[config.mk]
export PLATFORM = sky130hd
export DESIGN_NAME = nco_sweep_ctrl
export DESIGN_NICKNAME = d
export VERILOG_FILES = /design/src/rtl/nco_sweep_ctrl.sv
export SDC_FILE = /design/constraint.sdc
export NUM_CORES = 1
export LEC_CHECK = 0
export ABC_AREA = 1
export BUFFER_PORTS_ARGS = -buffer_cell sky130_fd_sc_hd__buf_2
export CELL_PAD_IN_SITES_DETAIL_PLACEMENT = 2
export CELL_PAD_IN_SITES_GLOBAL_PLACEMENT = 2
export CORE_MARGIN = 2
export CORE_UTILIZATION = 30
export CTS_CLUSTER_SIZE = 20
export DETAILED_ROUTE_END_ITERATION = 8
export GPL_ROUTABILITY_DRIVEN = 0
export PLACE_DENSITY_LB_ADDON = 0.3
export SYNTH_ARGS = -nofsm -noshare
export SYNTH_HDL_FRONTEND = slang
export SYNTH_SLANG_ARGS = --single-unit
[constraint.sdc]
create_clock -name clk -period 3.3 [get_ports clk]
set_clock_uncertainty 0.2 [all_clocks]
set_input_delay 0.495 -clock clk [delete_from_list [all_inputs] [get_ports clk]]
set_output_delay 0.495 -clock clk [all_outputs]
set_load 0.005 [all_outputs]
[src/rtl/nco_sweep_ctrl.sv]
// nco_sweep_ctrl: steps a registered NCO divider from a start value to a stop
// value in fixed increments, holding each value for a programmable dwell.
// Optional feature macro NCO_SWEEP_BIDIR_EN adds the cfg_bidir input: when it
// is latched high, the sweep turns around at stop and runs back to start.
module nco_sweep_ctrl #(
   parameter int DIV_W   = 16,
   parameter int DWELL_W = 24,
   parameter int RST_DIV = 16
) (
   input  logic               clk,
   input  logic               rst,
   input  logic               start,
   input  logic               abort,
   input  logic [DIV_W-1:0]   cfg_start_div,
   input  logic [DIV_W-1:0]   cfg_stop_div,
   input  logic [DIV_W-1:0]   cfg_step,
   input  logic [DWELL_W-1:0] cfg_dwell,
   input  logic               cfg_repeat,
`ifdef NCO_SWEEP_BIDIR_EN
   input  logic               cfg_bidir,
`endif
   output logic [DIV_W-1:0]   nco_div,
   output logic               busy,
   output logic               done
);

   typedef enum logic [1:0] {
      IDLE  = 2'd0,
      DWELL = 2'd1,
      STEP  = 2'd2
   } state_t;

   state_t             state;
   state_t             state_nxt;
   logic [DIV_W-1:0]   div_nxt;
   logic [DIV_W-1:0]   start_q;
   logic [DIV_W-1:0]   start_nxt;
   logic [DIV_W-1:0]   stop_q;
   logic [DIV_W-1:0]   stop_nxt;
   logic [DIV_W-1:0]   step_q;
   logic [DIV_W-1:0]   step_nxt;
   logic [DWELL_W-1:0] dwell_q;
   logic [DWELL_W-1:0] dwell_nxt;
   logic [DWELL_W-1:0] cnt_q;
   logic [DWELL_W-1:0] cnt_nxt;
   logic [DWELL_W-1:0] dwell_eff;
   logic               repeat_q;
   logic               repeat_nxt;
   logic               up_q;
   logic               up_nxt;
   logic               done_nxt;
   logic               returning;
   logic               reverse_now;
   logic [DIV_W-1:0]   target;
   logic               going_up;

   // Move cur one step toward tgt, landing exactly on tgt on overshoot,
   // wrap-around or a zero step.
   function automatic logic [DIV_W-1:0] advance(
      input logic [DIV_W-1:0] cur,
      input logic [DIV_W-1:0] tgt,
      input logic [DIV_W-1:0] stp,
      input logic             up
   );
      logic [DIV_W:0]   wide;
      logic [DIV_W-1:0] res;
      if (up) begin
         wide = {1'b0, cur} + {1'b0, stp};
         res  = (stp == '0 || wide[DIV_W] || wide[DIV_W-1:0] > tgt) ? tgt : wide[DIV_W-1:0];
      end else begin
         wide = {1'b0, cur} - {1'b0, stp};
         res  = (stp == '0 || wide[DIV_W] || wide[DIV_W-1:0] < tgt) ? tgt : wide[DIV_W-1:0];
      end
      return res;
   endfunction

   assign busy      = (state != IDLE);
   assign dwell_eff = (dwell_q == '0) ? DWELL_W'(1) : dwell_q;
   assign target    = returning ? start_q : stop_q;
   assign going_up  = up_q ^ returning;

`ifdef NCO_SWEEP_BIDIR_EN
   logic bidir_q;
   logic bidir_nxt;
   logic returning_nxt;

   // Latched bidirectional mode and which half of the round trip is active.
   always_ff @(posedge clk) begin
      if (rst) begin
         bidir_q   <= 1'b0;
         returning <= 1'b0;
      end else begin
         bidir_q   <= bidir_nxt;
         returning <= returning_nxt;
      end
   end

   assign reverse_now = bidir_q && !returning && (start_q != stop_q);
`else
   assign returning   = 1'b0;
   assign reverse_now = 1'b0;
`endif

   // State, divider, dwell counter and shadow configuration registers.
   always_ff @(posedge clk) begin
      if (rst) begin
         state    <= IDLE;
         nco_div  <= DIV_W'(RST_DIV);
         cnt_q    <= '0;
         start_q  <= '0;
         stop_q   <= '0;
         step_q   <= '0;
         dwell_q  <= '0;
         repeat_q <= 1'b0;
         up_q     <= 1'b0;
         done     <= 1'b0;
      end else begin
         state    <= state_nxt;
         nco_div  <= div_nxt;
         cnt_q    <= cnt_nxt;
         start_q  <= start_nxt;
         stop_q   <= stop_nxt;
         step_q   <= step_nxt;
         dwell_q  <= dwell_nxt;
         repeat_q <= repeat_nxt;
         up_q     <= up_nxt;
         done     <= done_nxt;
      end
   end

   // Next-state logic: accept a sweep, count the dwell, then advance or finish.
   always_comb begin
      state_nxt  = state;
      div_nxt    = nco_div;
      cnt_nxt    = cnt_q;
      start_nxt  = start_q;
      stop_nxt   = stop_q;
      step_nxt   = step_q;
      dwell_nxt  = dwell_q;
      repeat_nxt = repeat_q;
      up_nxt     = up_q;
      done_nxt   = 1'b0;
`ifdef NCO_SWEEP_BIDIR_EN
      bidir_nxt     = bidir_q;
      returning_nxt = returning;
`endif
      case (state)
         IDLE: begin
            if (start && !abort) begin
               start_nxt  = cfg_start_div;
               stop_nxt   = cfg_stop_div;
               step_nxt   = cfg_step;
               dwell_nxt  = cfg_dwell;
               repeat_nxt = cfg_repeat;
               up_nxt     = (cfg_stop_div >= cfg_start_div);
               div_nxt    = cfg_start_div;
               cnt_nxt    = DWELL_W'(1);
               state_nxt  = DWELL;
`ifdef NCO_SWEEP_BIDIR_EN
               bidir_nxt     = cfg_bidir;
               returning_nxt = 1'b0;
`endif
            end
         end
         DWELL: begin
            if (abort) begin
               state_nxt = IDLE;
            end else if (cnt_q >= dwell_eff) begin
               state_nxt = STEP;
            end else begin
               cnt_nxt = cnt_q + DWELL_W'(1);
            end
         end
         STEP: begin
            cnt_nxt = DWELL_W'(1);
            if (abort) begin
               state_nxt = IDLE;
            end else if (nco_div != target) begin
               div_nxt   = advance(nco_div, target, step_q, going_up);
               state_nxt = DWELL;
            end else if (reverse_now) begin
               div_nxt   = advance(nco_div, start_q, step_q, !up_q);
               state_nxt = DWELL;
`ifdef NCO_SWEEP_BIDIR_EN
               returning_nxt = 1'b1;
`endif
            end else if (repeat_q) begin
               div_nxt   = start_q;
               state_nxt = DWELL;
`ifdef NCO_SWEEP_BIDIR_EN
               returning_nxt = 1'b0;
`endif
            end else begin
               state_nxt = IDLE;
               done_nxt  = 1'b1;
            end
         end
         default: begin
            state_nxt = IDLE;
         end
      endcase
   end

endmodule

Yosys cells after proc, flatten, opt, wreduce, memory -nomap -nowiden
Cells that the tools add are included.
Word-level totals
  bits in registers: 117
  bits of input ports: 77
  logic and storage cells: 65
  output and inout bits: 18
Cells by class
  order comparisons: 4
  $add $sub $neg: 3
  bitwise logic cells: 1
  eq/ne operators: 9
  reduce and logical (&&, ||, !) cells: 17
  mux-type cells: 21
Operator list (count)
  16-bit two-way mux: 7
  24-bit two-way mux: 4
  24-bit one-hot mux with 3 select lines: 1
  16-bit one-hot mux with 2 select lines: 1
  24-bit by 1-bit adder with 24-bit output, second input constant: 1
  24-bit >= comparator: 1
  24-bit logical NOT: 1
  16-bit by 16-bit adder with 17-bit output: 1
  16-bit by 16-bit subtractor with 17-bit output: 1
  16-bit >= comparator: 1
  16-bit > comparator: 1
  16-bit logical NOT: 1
  16-bit < comparator: 1
  16-bit != test: 1
  2-bit != test, second input constant: 4
  4-bit AND reduction: 2
  2-bit two-way mux: 3
  3-bit != test, second input constant: 2
  2-bit one-hot mux with 3 select lines: 1
  1-bit logical OR: 4
  1-bit two-way mux: 4
  2-bit AND reduction: 2
  2-bit nonzero test: 2
  4-bit OR reduction: 1
  other kinds (7): 7

Logic depth before layout (Yosys ltp)
Gate-level depths: netlist of run 1.
  word-level depth: 8
  depth in mapped cells: 29
  gate-level depth less buffers: 28

Worst setup path after synthesis of run 1
OpenSTA, ideal clock, no wires.
  kind: reg-to-reg
  start point: reg nco_div[0]
  end point: reg nco_div[6]
  path slack: -0.004 ns
  clock period less this slack: 3.304 ns
  buffers on the path: 1
  cell stages (with the launch flop): 25
  setup time: 0.119 ns
  arrival: 2.985 ns
  required time: 2.981 ns
  path through: dfxtp_1 inv_1 ha_1 inv_1 fa_1 nand2_1 nand2_1 nand3_1 nand2_2 nand2_1 nand3_1 nand2_1 inv_1 ha_1 nand2_1 o21bai_1 a21oi_1 nor2_1 nand2_1 clkbuf_1 nand3_1 nand3_1 nand3_1 nand2_1 a21oi_1
On the way
  word-level cells in the longest chain between the ends: 8
  elaborated cells on any way between the ends: 17
  classes of those cells: 2 x add/sub; 2 x order compare; 2 x eq/ne; 6 x mux; 5 x reduce/logical
RTL lines
  start, declared: RTL line 22  | output logic [DIV_W-1:0] nco_div,
  start signal, assigned: RTL line 108  | nco_div <= DIV_W'(RST_DIV);
  start signal, assigned: RTL line 119  | nco_div <= div_nxt;
  16-bit by 16-bit subtractor with 17-bit output / 16-bit by 16-bit adder with 17-bit output (equally long branches)
  16-bit < comparator (tied with other cells): RTL line 72  | res = (stp == '0 || wide[DIV_W] || wide[DIV_W-1:0] < tgt) ? tgt : wide[DIV_W-1:0];
  1-bit logical OR (on tied branches): RTL line 72, 69
  16-bit two-way mux (on tied branches): RTL line 72, 69
  16-bit two-way mux: RTL line 67  | if (up) begin
  16-bit two-way mux: RTL line 178  | end else if (nco_div != target) begin
  16-bit two-way mux: RTL line 176  | if (abort) begin
  16-bit one-hot mux with 2 select lines: RTL line 147  | case (state)
Several ways; a longest one is shown, not always the timed one. The select of a mux whose other input is x is not followed.
A chain may end at the register's enable or synchronous reset.

Worst setup path after layout of run 1
Ends and elaborated chain as after synthesis.

==> results of run 1 <==
sequential cells by signal (all words and copies together) (netlist names):
register / cells
nco_div: 16
stop_q: 16
start_q: 16
state: 2
going_up: 1
repeat_q: 1
step_q: 16
dwell_q: 24
cnt_q: 24
done: 1
logic make-up after synthesis:
| family | share of synthesized area |
|---|---|
| and+or+nand+nor | 0.2982 |
| adders and majority gates | 0.1387 |
| buffers and inverters | 0.1186 |
| AOI/OAI and AO/OA | 0.1626 |
| xor gates and xnor gates | 0.03984 |
| DFF | 0.2421 |
worst max path at each step:
| stage | from | to |
|---|---|---|
| 6_report | nco_div[0]$_SDFFE_PP0P_ | nco_div[6]$_SDFFE_PP0P_ |
| 5_1_grt | nco_div[0]$_SDFFE_PP0P_ | nco_div[6]$_SDFFE_PP0P_ |
| 4_1_cts | nco_div[0]$_SDFFE_PP0P_ | nco_div[3]$_SDFFE_PP0P_ |
| 3_5_place_dp | nco_div[0]$_SDFFE_PP0P_ | nco_div[6]$_SDFFE_PP0P_ |
| 3_3_place_gp | nco_div[4]$_SDFFE_PP1P_ | nco_div[6]$_SDFFE_PP0P_ |
| 2_1_floorplan | nco_div[0]$_SDFFE_PP0P_ | nco_div[7]$_SDFFE_PP0P_ |
synth_stat cells (2+ instances only):
cell type,number
inv_2,3
o21ai_0,111
nor2_1,133
xor2_1,31
nor3_1,23
nor4_1,7
inv_1,223
clkbuf_1,38
buf_1,3
a21oi_1,161
dfxtp_1,117
fa_1,2
o21bai_1,9
nand4_1,26
buf_2,10
or2_2,2
nand2_4,2
nand3_1,138
buf_4,7
nand2_1,322
ha_1,104
xnor2_1,13
nand2_2,6
buf_6,3
a21oi_4,2
a21oi_2,4
nand3b_1,7
o21a_1,2
through the flow:
step | setup slack [ps] | TNS, ps
after detailed placement | -763.0 | -5996
after CTS | -279.3 | -3897
after floorplan | 26.62 | 0
final | -858.1 | -15210
after global routing | -823.8 | -17530
after global placement | -532.4 | -3719
where the power goes:
part           internal [uW]  switching (uW)  total [uW]  leakage, uW
Clock                   1300             916        2210     0.000305
Sequential              1500            94.6        1590     0.000970
Combinational           1590            2520        4120      0.00555
worst max-delay path, delay by kind of cell (launching register included):
family                     cells  cell delay (ps)
and+or+nand+nor               11             1270
buffers and inverters          6              650
AOI/OAI and AO/OA              1              250
xor gates and xnor gates       1              360
DFF                            1              380
adders and majority gates      3              930
layout make-up:
cell class,instances,share of cell area
Clock buffer,19,0.03072
Clock inverter,13,0.01362
Inverter,227,0.05979
Multi-Input combinational cell,1120,0.5374
Sequential cell,117,0.1654
Tap cell,402,0.03489
Timing Repair Buffer,312,0.1581
layer usage:
| layer | part of all wire | global-route usage | wire, um | vias up |
|---|---|---|---|---|
| met4 | 0.067 | 0.1606 | 4730 | 2 |
| met2 | 0.46 | 0.5579 | 32450 | 825 |
| met1 | 0.40 | 0.4117 | 28350 | 6657 |
| li1 | - | - | - | 5497 |
| met3 | 0.073 | 0.07330 | 5130 | 311 |
| met5 | 0.00020 | 0 | 14 | - |
repair_timing:
action / CTS / global route
gates resized for setup: 174 / 222
gates cloned: 1 / 5
pin swaps: 70 / 110
endpoints found under the setup margin: 40 / 42
setup buffers: 27 / 26
==> summary.txt, run 1 <==
Routing
  • Vias: 13,292
  • Residual DRC: 0
  • WL final: 70,680 um
  • Initial DRC count: 1,325
  • Avg WL per Cell: ~32 um
  • Pre-antenna DRT Iters: 5
  • Detail Route Antenna Nets: 0
  • Via density: around 6.0

Synth
  • Synthesized cell area: around 9700 um^2
  • Async SR Flop Fraction: 0
  • Synth warn: 0
  • #FFs+latches synth: 117
  • Post-synthesis sequential area ratio: 0.2421
  • Largest area contributor in the netlist: dfxtp_1
  • Mean Syn Cell Area: 6.347 um^2
  • Top post-synthesis cells by area: dfxtp_1 (24%), ha_1 (13%), nand2_1 (12%)
  • Post-synth EDFFs: 0
  • Cell count after synthesis: between 1,500 and 2,000
  • Yosys cell types: 43
  • Yosys top cell area share: 0.2421
  • Syn nets: roughly 1,700
  • Top_reg_cell synth: dfxtp_1

Cells and area
  • Design Area, Final: between 10,000 and 15,000 um^2
  • ANT cells: 0
  • Fin cells: roughly 2,200
  • Area grow syn2layout: 49.05%
  • Post-Route Utilization: 0.4557
  • Fillers: 3,633
  • Area of the multi-input gates: a little under 8000 um^2
  • Most common cell after layout, fill and taps aside: nand2_1
  • Commonest non-fill, non-tap cells in the layout: nand2_1 (234), buf_4 (194), inv_1 (184), a21oi_1 (136), nor2_1 (116)
  • Nets: around 2,000
  • Storage cell area: about 2400 um^2
  • Share of layout cells above drive strength 1: 0.3684

Die
  • Die area: roughly 34,000 um^2
  • Core ar.: roughly 32,000 um^2
  • Initial Util: 0.3058
  • Chip width: between 150 and 200 um
  • Num ports: 95
  • Rows: between 60 and 70
  • Vert. Die Dim: around 180 um

Worst setup path
  • CP cell instances: inv_4 > ha_4 > inv_4 > fa_2 > buf_4 > buf_4 > xor2_1 > ha_1 > nand2_1 > inv_1 > nand2_1 > nand2_1 > nand2_1 > nand2_2 > nand2_4 > nand2_8 > buf_12 > nand3_4 > nand3_4 > nand3_4 > nand2_4 > a21oi_4
  • Critical Path Fanout Max: 8
  • WP data arrival: 4330 ps
  • Worst path slowest cell: ha_1
  • R2R setup slack: -860 ps
  • Path depth of the worst reg2reg path: 22
  • WP data required: between 3000 and 4000 ps
  • CP peak stage delay: 390 ps
  • FF-to-FF End: nco_div[6]$_SDFFE_PP0P_
  • Kind of critical path: flip-flop to flip-flop
  • CP endpoint kind: flip-flop
  • Crit-path most repeated cell: nand2_1
  • R2R Path Start: nco_div[0]$_SDFFE_PP0P_
  • Worst Setup Start Kind: flip-flop

Timing
  • Final hold vios: 0
  • Worst setup margin: -858.1 ps
  • Relative slew margins: 0.4640
  • Unrepaired setup endpoints after global routing: yes
  • Tmin final: ~4200 ps
  • Max Fclk: around 240 MHz
  • # setup viols final: between 40 and 50
  • Tcrit/Tclk final: 1.260
  • Hold WS: 74.57 ps
  • Least-Margin Pin Slew: about 800 ps
  • Max-slew violations: 0

Min path
  • Worst hold path type: input port to flip-flop
  • Worst Hold Path Cells: 2
  • Worst hold start: abort
  • Hold EP: done$_SDFF_PP0_

Placed design
  • I/O Buffers: 94
  • Placed cells: between 2,000 and 2,500
  • Placed Area: around 12,000 um^2
  • Final HPWL DP: between 30,000 and 40,000 um

Power and ir drop
  • Overall power: 7922 uW
  • Leak: about 0.007 uW
  • PD cells: about 550 nW/um^2
  • Peak VDD IR: 306.3 uV

Clock tree
  • Clock Latency Late Sink: 480 ps
  • Worst-path clk slew: about 80 ps
  • CTS Buf Count: 17
  • H-tree depth: 4
  • Clock Tree Buf Depth: 2
  • Clock sinks: 117
  • CTS tree: yes
  • Root Buffer: clkbuf_16
  • Cts hold-fix bufs: 0

Global routing
  • GRT Util Overall: 0.3357
  • Initial antenna violation count: 2
  • Vias in the first global route: 13,747
  • Largest net degree at the start of global routing: 65
  • Total gr overflow: 0
  • First-pass GRT wire length: 84,710 um

Flow run
  • Max_cap viols: 0

Status
  • Status: finished with violations
  • Failing checks: setup timing
Power figures use the tool's default switching activity.
==> run 2, diff against run 1 <==
--- a/config.mk
+++ b/config.mk
@@ -7,14 +7,15 @@
 export LEC_CHECK = 0
 export ABC_AREA = 1
 export BUFFER_PORTS_ARGS = -buffer_cell sky130_fd_sc_hd__buf_2
+export CAP_MARGIN = 15
 export CELL_PAD_IN_SITES_DETAIL_PLACEMENT = 2
 export CELL_PAD_IN_SITES_GLOBAL_PLACEMENT = 2
 export CORE_MARGIN = 2
-export CORE_UTILIZATION = 30
+export CORE_UTILIZATION = 36
 export CTS_CLUSTER_SIZE = 20
 export DETAILED_ROUTE_END_ITERATION = 8
 export GPL_ROUTABILITY_DRIVEN = 0
-export PLACE_DENSITY_LB_ADDON = 0.3
+export PLACE_DENSITY = 0.95
 export SYNTH_ARGS = -nofsm -noshare
 export SYNTH_HDL_FRONTEND = slang
 export SYNTH_SLANG_ARGS = --single-unit
==> constraint.sdc (replaced) <==
create_clock -name clk -period 5.4 [get_ports clk]
set_clock_uncertainty 0.2 [all_clocks]
set_input_delay 0.81 -clock clk [delete_from_list [all_inputs] [get_ports clk]]
set_output_delay 0.81 -clock clk [all_outputs]
set_load 0.005 [all_outputs]
==> run 2 against run 1 <==
Effect of this change: the flow now finishes without violations; die area shrank 16%; non-clock buffer count decreased by 203; clock power shrank 43%; clock-buffer cell count decreased by 2; cell area down 24%; sequential power shrank 39%; power shrank 55%; register-to-register slack gained 1200 ps; hold slack gained 240 ps; critical path type unchanged; highest routed layer is now met4.
==> summary.txt, run 2 (synthesis gave the netlist of run 1 again) <==
Cells and area
  • Commonest non-fill, non-tap cells in the layout: nand2_1 (321), inv_1 (222), a21oi_1 (160), nand3_1 (138), nor2_1 (132)
  • Area grow syn2layout: 13.76%
  • Share of layout cells above drive strength 1: 0.1042
  • Post-Route Utilization: 0.4129
  • Design Area, Final: about 11,000 um^2
  • Most common cell after layout, fill and taps aside: nand2_1
  • Fillers: around 3,200
  • Regs by FF count: cnt_q x24, dwell_q x24
  • Nets: roughly 1,800

Global routing
  • Total gr overflow: 0
  • First-pass GRT wire length: 79,130 um
  • Largest net degree at the start of global routing: 64
  • Vias in the first global route: ~13,000
  • GRT Util Overall: 0.3682
  • Initial antenna violation count: 1

Timing
  • Max Fclk: 196.0 MHz
  • Tmin final: a little over 5000 ps
  • Final hold vios: 0
  • Total negative slack: 0 ps
  • Least-Margin Pin Slew: ~1000 ps
  • Max-slew violations: 0
  • # setup viols final: 0
  • Unrepaired setup endpoints after global routing: no
  • Tcrit/Tclk final: 0.9448
  • Worst setup margin: just under 300 ps
  • Relative slew margins: 0.3287

Flow run
  • Max_cap viols: 0

Clock tree
  • # resized after CTS: 0
  • Clock Tree Buf Depth: 2
  • Clock Latency Late Sink: around 450 ps
  • Setup Fix Bufs, Post-CTS: 0
  • H-tree depth: 4
  • Worst-path clk slew: ~80 ps
  • CTS tree: yes
  • Clock sinks: roughly 120
  • Root Buffer: clkbuf_16
  • CTS Buf Count: 17
  • Cts hold-fix bufs: 0

Worst setup path
  • Worst path slowest cell: dfxtp_1
  • Worst Setup Start Kind: flip-flop
  • Kind of critical path: flip-flop to flip-flop
  • CP peak stage delay: 530 ps
  • WP data required: 5540 ps
  • Path depth of the worst reg2reg path: 24
  • WP depth: 24
  • Critical Path Fanout Max: 17
  • WP data arrival: ~5300 ps
  • Buffers plus inverters on the worst setup path: 3
  • CP cell instances: inv_1 > ha_1 > inv_1 > fa_1 > nand2_1 > nand2_1 > nand2_1 > o21bai_1 > nand2_1 > nand2_1 > nand2_1 > nand2_1 > inv_1 > ha_1 > nand4_1 > nor3_1 > nand2_1 > nand2_1 > nand2_4 > nand2_1 > nand3_1 > nand3_1 > nand2_1 > a21oi_1
  • Crit-path most repeated cell: nand2_1
  • Top delay family on crit path: simple AND/OR/NAND/NOR gates
  • CP endpoint kind: flip-flop

Power and ir drop
  • Combinational power share: 0.375
  • Peak VDD IR: between 150 and 200 uV
  • Pint: 1986 uW
  • PD cells: around 320 nW/um^2
  • Leak: about 0.0055 uW
  • Clk pwr share: 0.352
  • Sequential cell fraction of total power: 0.273
  • Sw frac: 0.4390
  • NetSw: approximately 1600 uW

Status
  • Status: finished, final reports clean

Die
  • Initial Util: 0.3630
  • Chip width: 167.9 um
  • Num ports: 95
  • Vert. Die Dim: 167.9 um
  • Rows: 60
  • Core ar.: ~27,000 um^2
  • Die area: 28,200 um^2

Routing
  • Initial DRC count: ~1,100
  • Pre-antenna DRT Iters: 5
  • Via density: roughly 6.0
  • Residual DRC: 0
  • Detail Route Antenna Nets: 0
  • WL final: about 52,000 um
  • Vias: about 12,000
  • Avg WL per Cell: roughly 27 um

Min path
  • Worst Hold Path Cells: 2
  • Worst hold path type: flip-flop to flip-flop

Placed design
  • I/O Buffers: 94
  • Pre-CTS setup slack: 943.8 ps
  • Placed Area: 10,390 um^2
  • Final HPWL DP: roughly 35,000 um
-- run 2: worst paths after layout --
check,to,from,slack [ps]
setup reg to reg,nco_div[1]$_SDFFE_PP0P_,nco_div[0]$_SDFFE_PP0P_,300
hold reg to reg,dwell_q[5]$_SDFFE_PP0P_,dwell_q[5]$_SDFFE_PP0P_,310
hold / removal,dwell_q[5]$_SDFFE_PP0P_,dwell_q[5]$_SDFFE_PP0P_,310
setup / recovery,nco_div[1]$_SDFFE_PP0P_,nco_div[0]$_SDFFE_PP0P_,300
-- run 2: final cells by class --
type / instances / area (um^2) / area share
Clock inverter: 15 / 167.7 / 0.01524
Tap cell: 341 / 426.7 / 0.03877
Inverter: 227 / 852.1 / 0.07743
Clock buffer: 17 / 425.4 / 0.03866
Sequential cell: 117 / 2342 / 0.2128
Antenna cell: 1 / 2.502 / 0.0002274
Timing Repair Buffer: 109 / 590.6 / 0.05367
Multi-Input combinational cell: 1118 / 6197 / 0.5632
-- run 2: power by group through the flow --
| stage | registers [uW] | logic (uW) | clock network (uW) |
|---|---|---|---|
| 6_report | 966 | 1330 | 1250 |
| 5_1_grt | 969 | 1420 | 1280 |
| 3_3_place_gp | 969 | 1060 | 0 |
| 4_1_cts | 964 | 1280 | 1240 |
| 2_1_floorplan | 960 | 785 | 0 |
| 3_5_place_dp | 977 | 1190 | 0 |
-- run 2: per-stage QoR --
stage	power (uW)	instances	hold slack, ps
2_1_floorplan	1745	1524	247.2
3_3_place_gp	2031	1911	275.0
3_5_place_dp	2171	1911	290.1
4_1_cts	3489	1943	311.9
5_1_grt	3666	1945	322.7
6_report	3540	1945	310.0
-- run 2: per-layer routing --
| metal | vias to the layer above | GRT usage | wire, um |
|---|---|---|---|
| li1 | 5091 | - | - |
| met1 | 5847 | 0.4529 | 21260 |
| met2 | 583 | 0.6177 | 24960 |
| met3 | 208 | 0.06747 | 3429 |
| met4 | 0 | 0.1853 | 2767 |
| met5 | - | 0 | 0 |
-- run 2: worst register-to-register path, delay by kind of cell, from the launching register on --
family                   cells  cell delay [ps]
AO/OA/AOI/OAI                2              570
adder cells (fa/ha/maj)      3              810
buffers and inverters        3              300
AND/OR/NAND/NOR             16             2590
flip-flops                   1              530
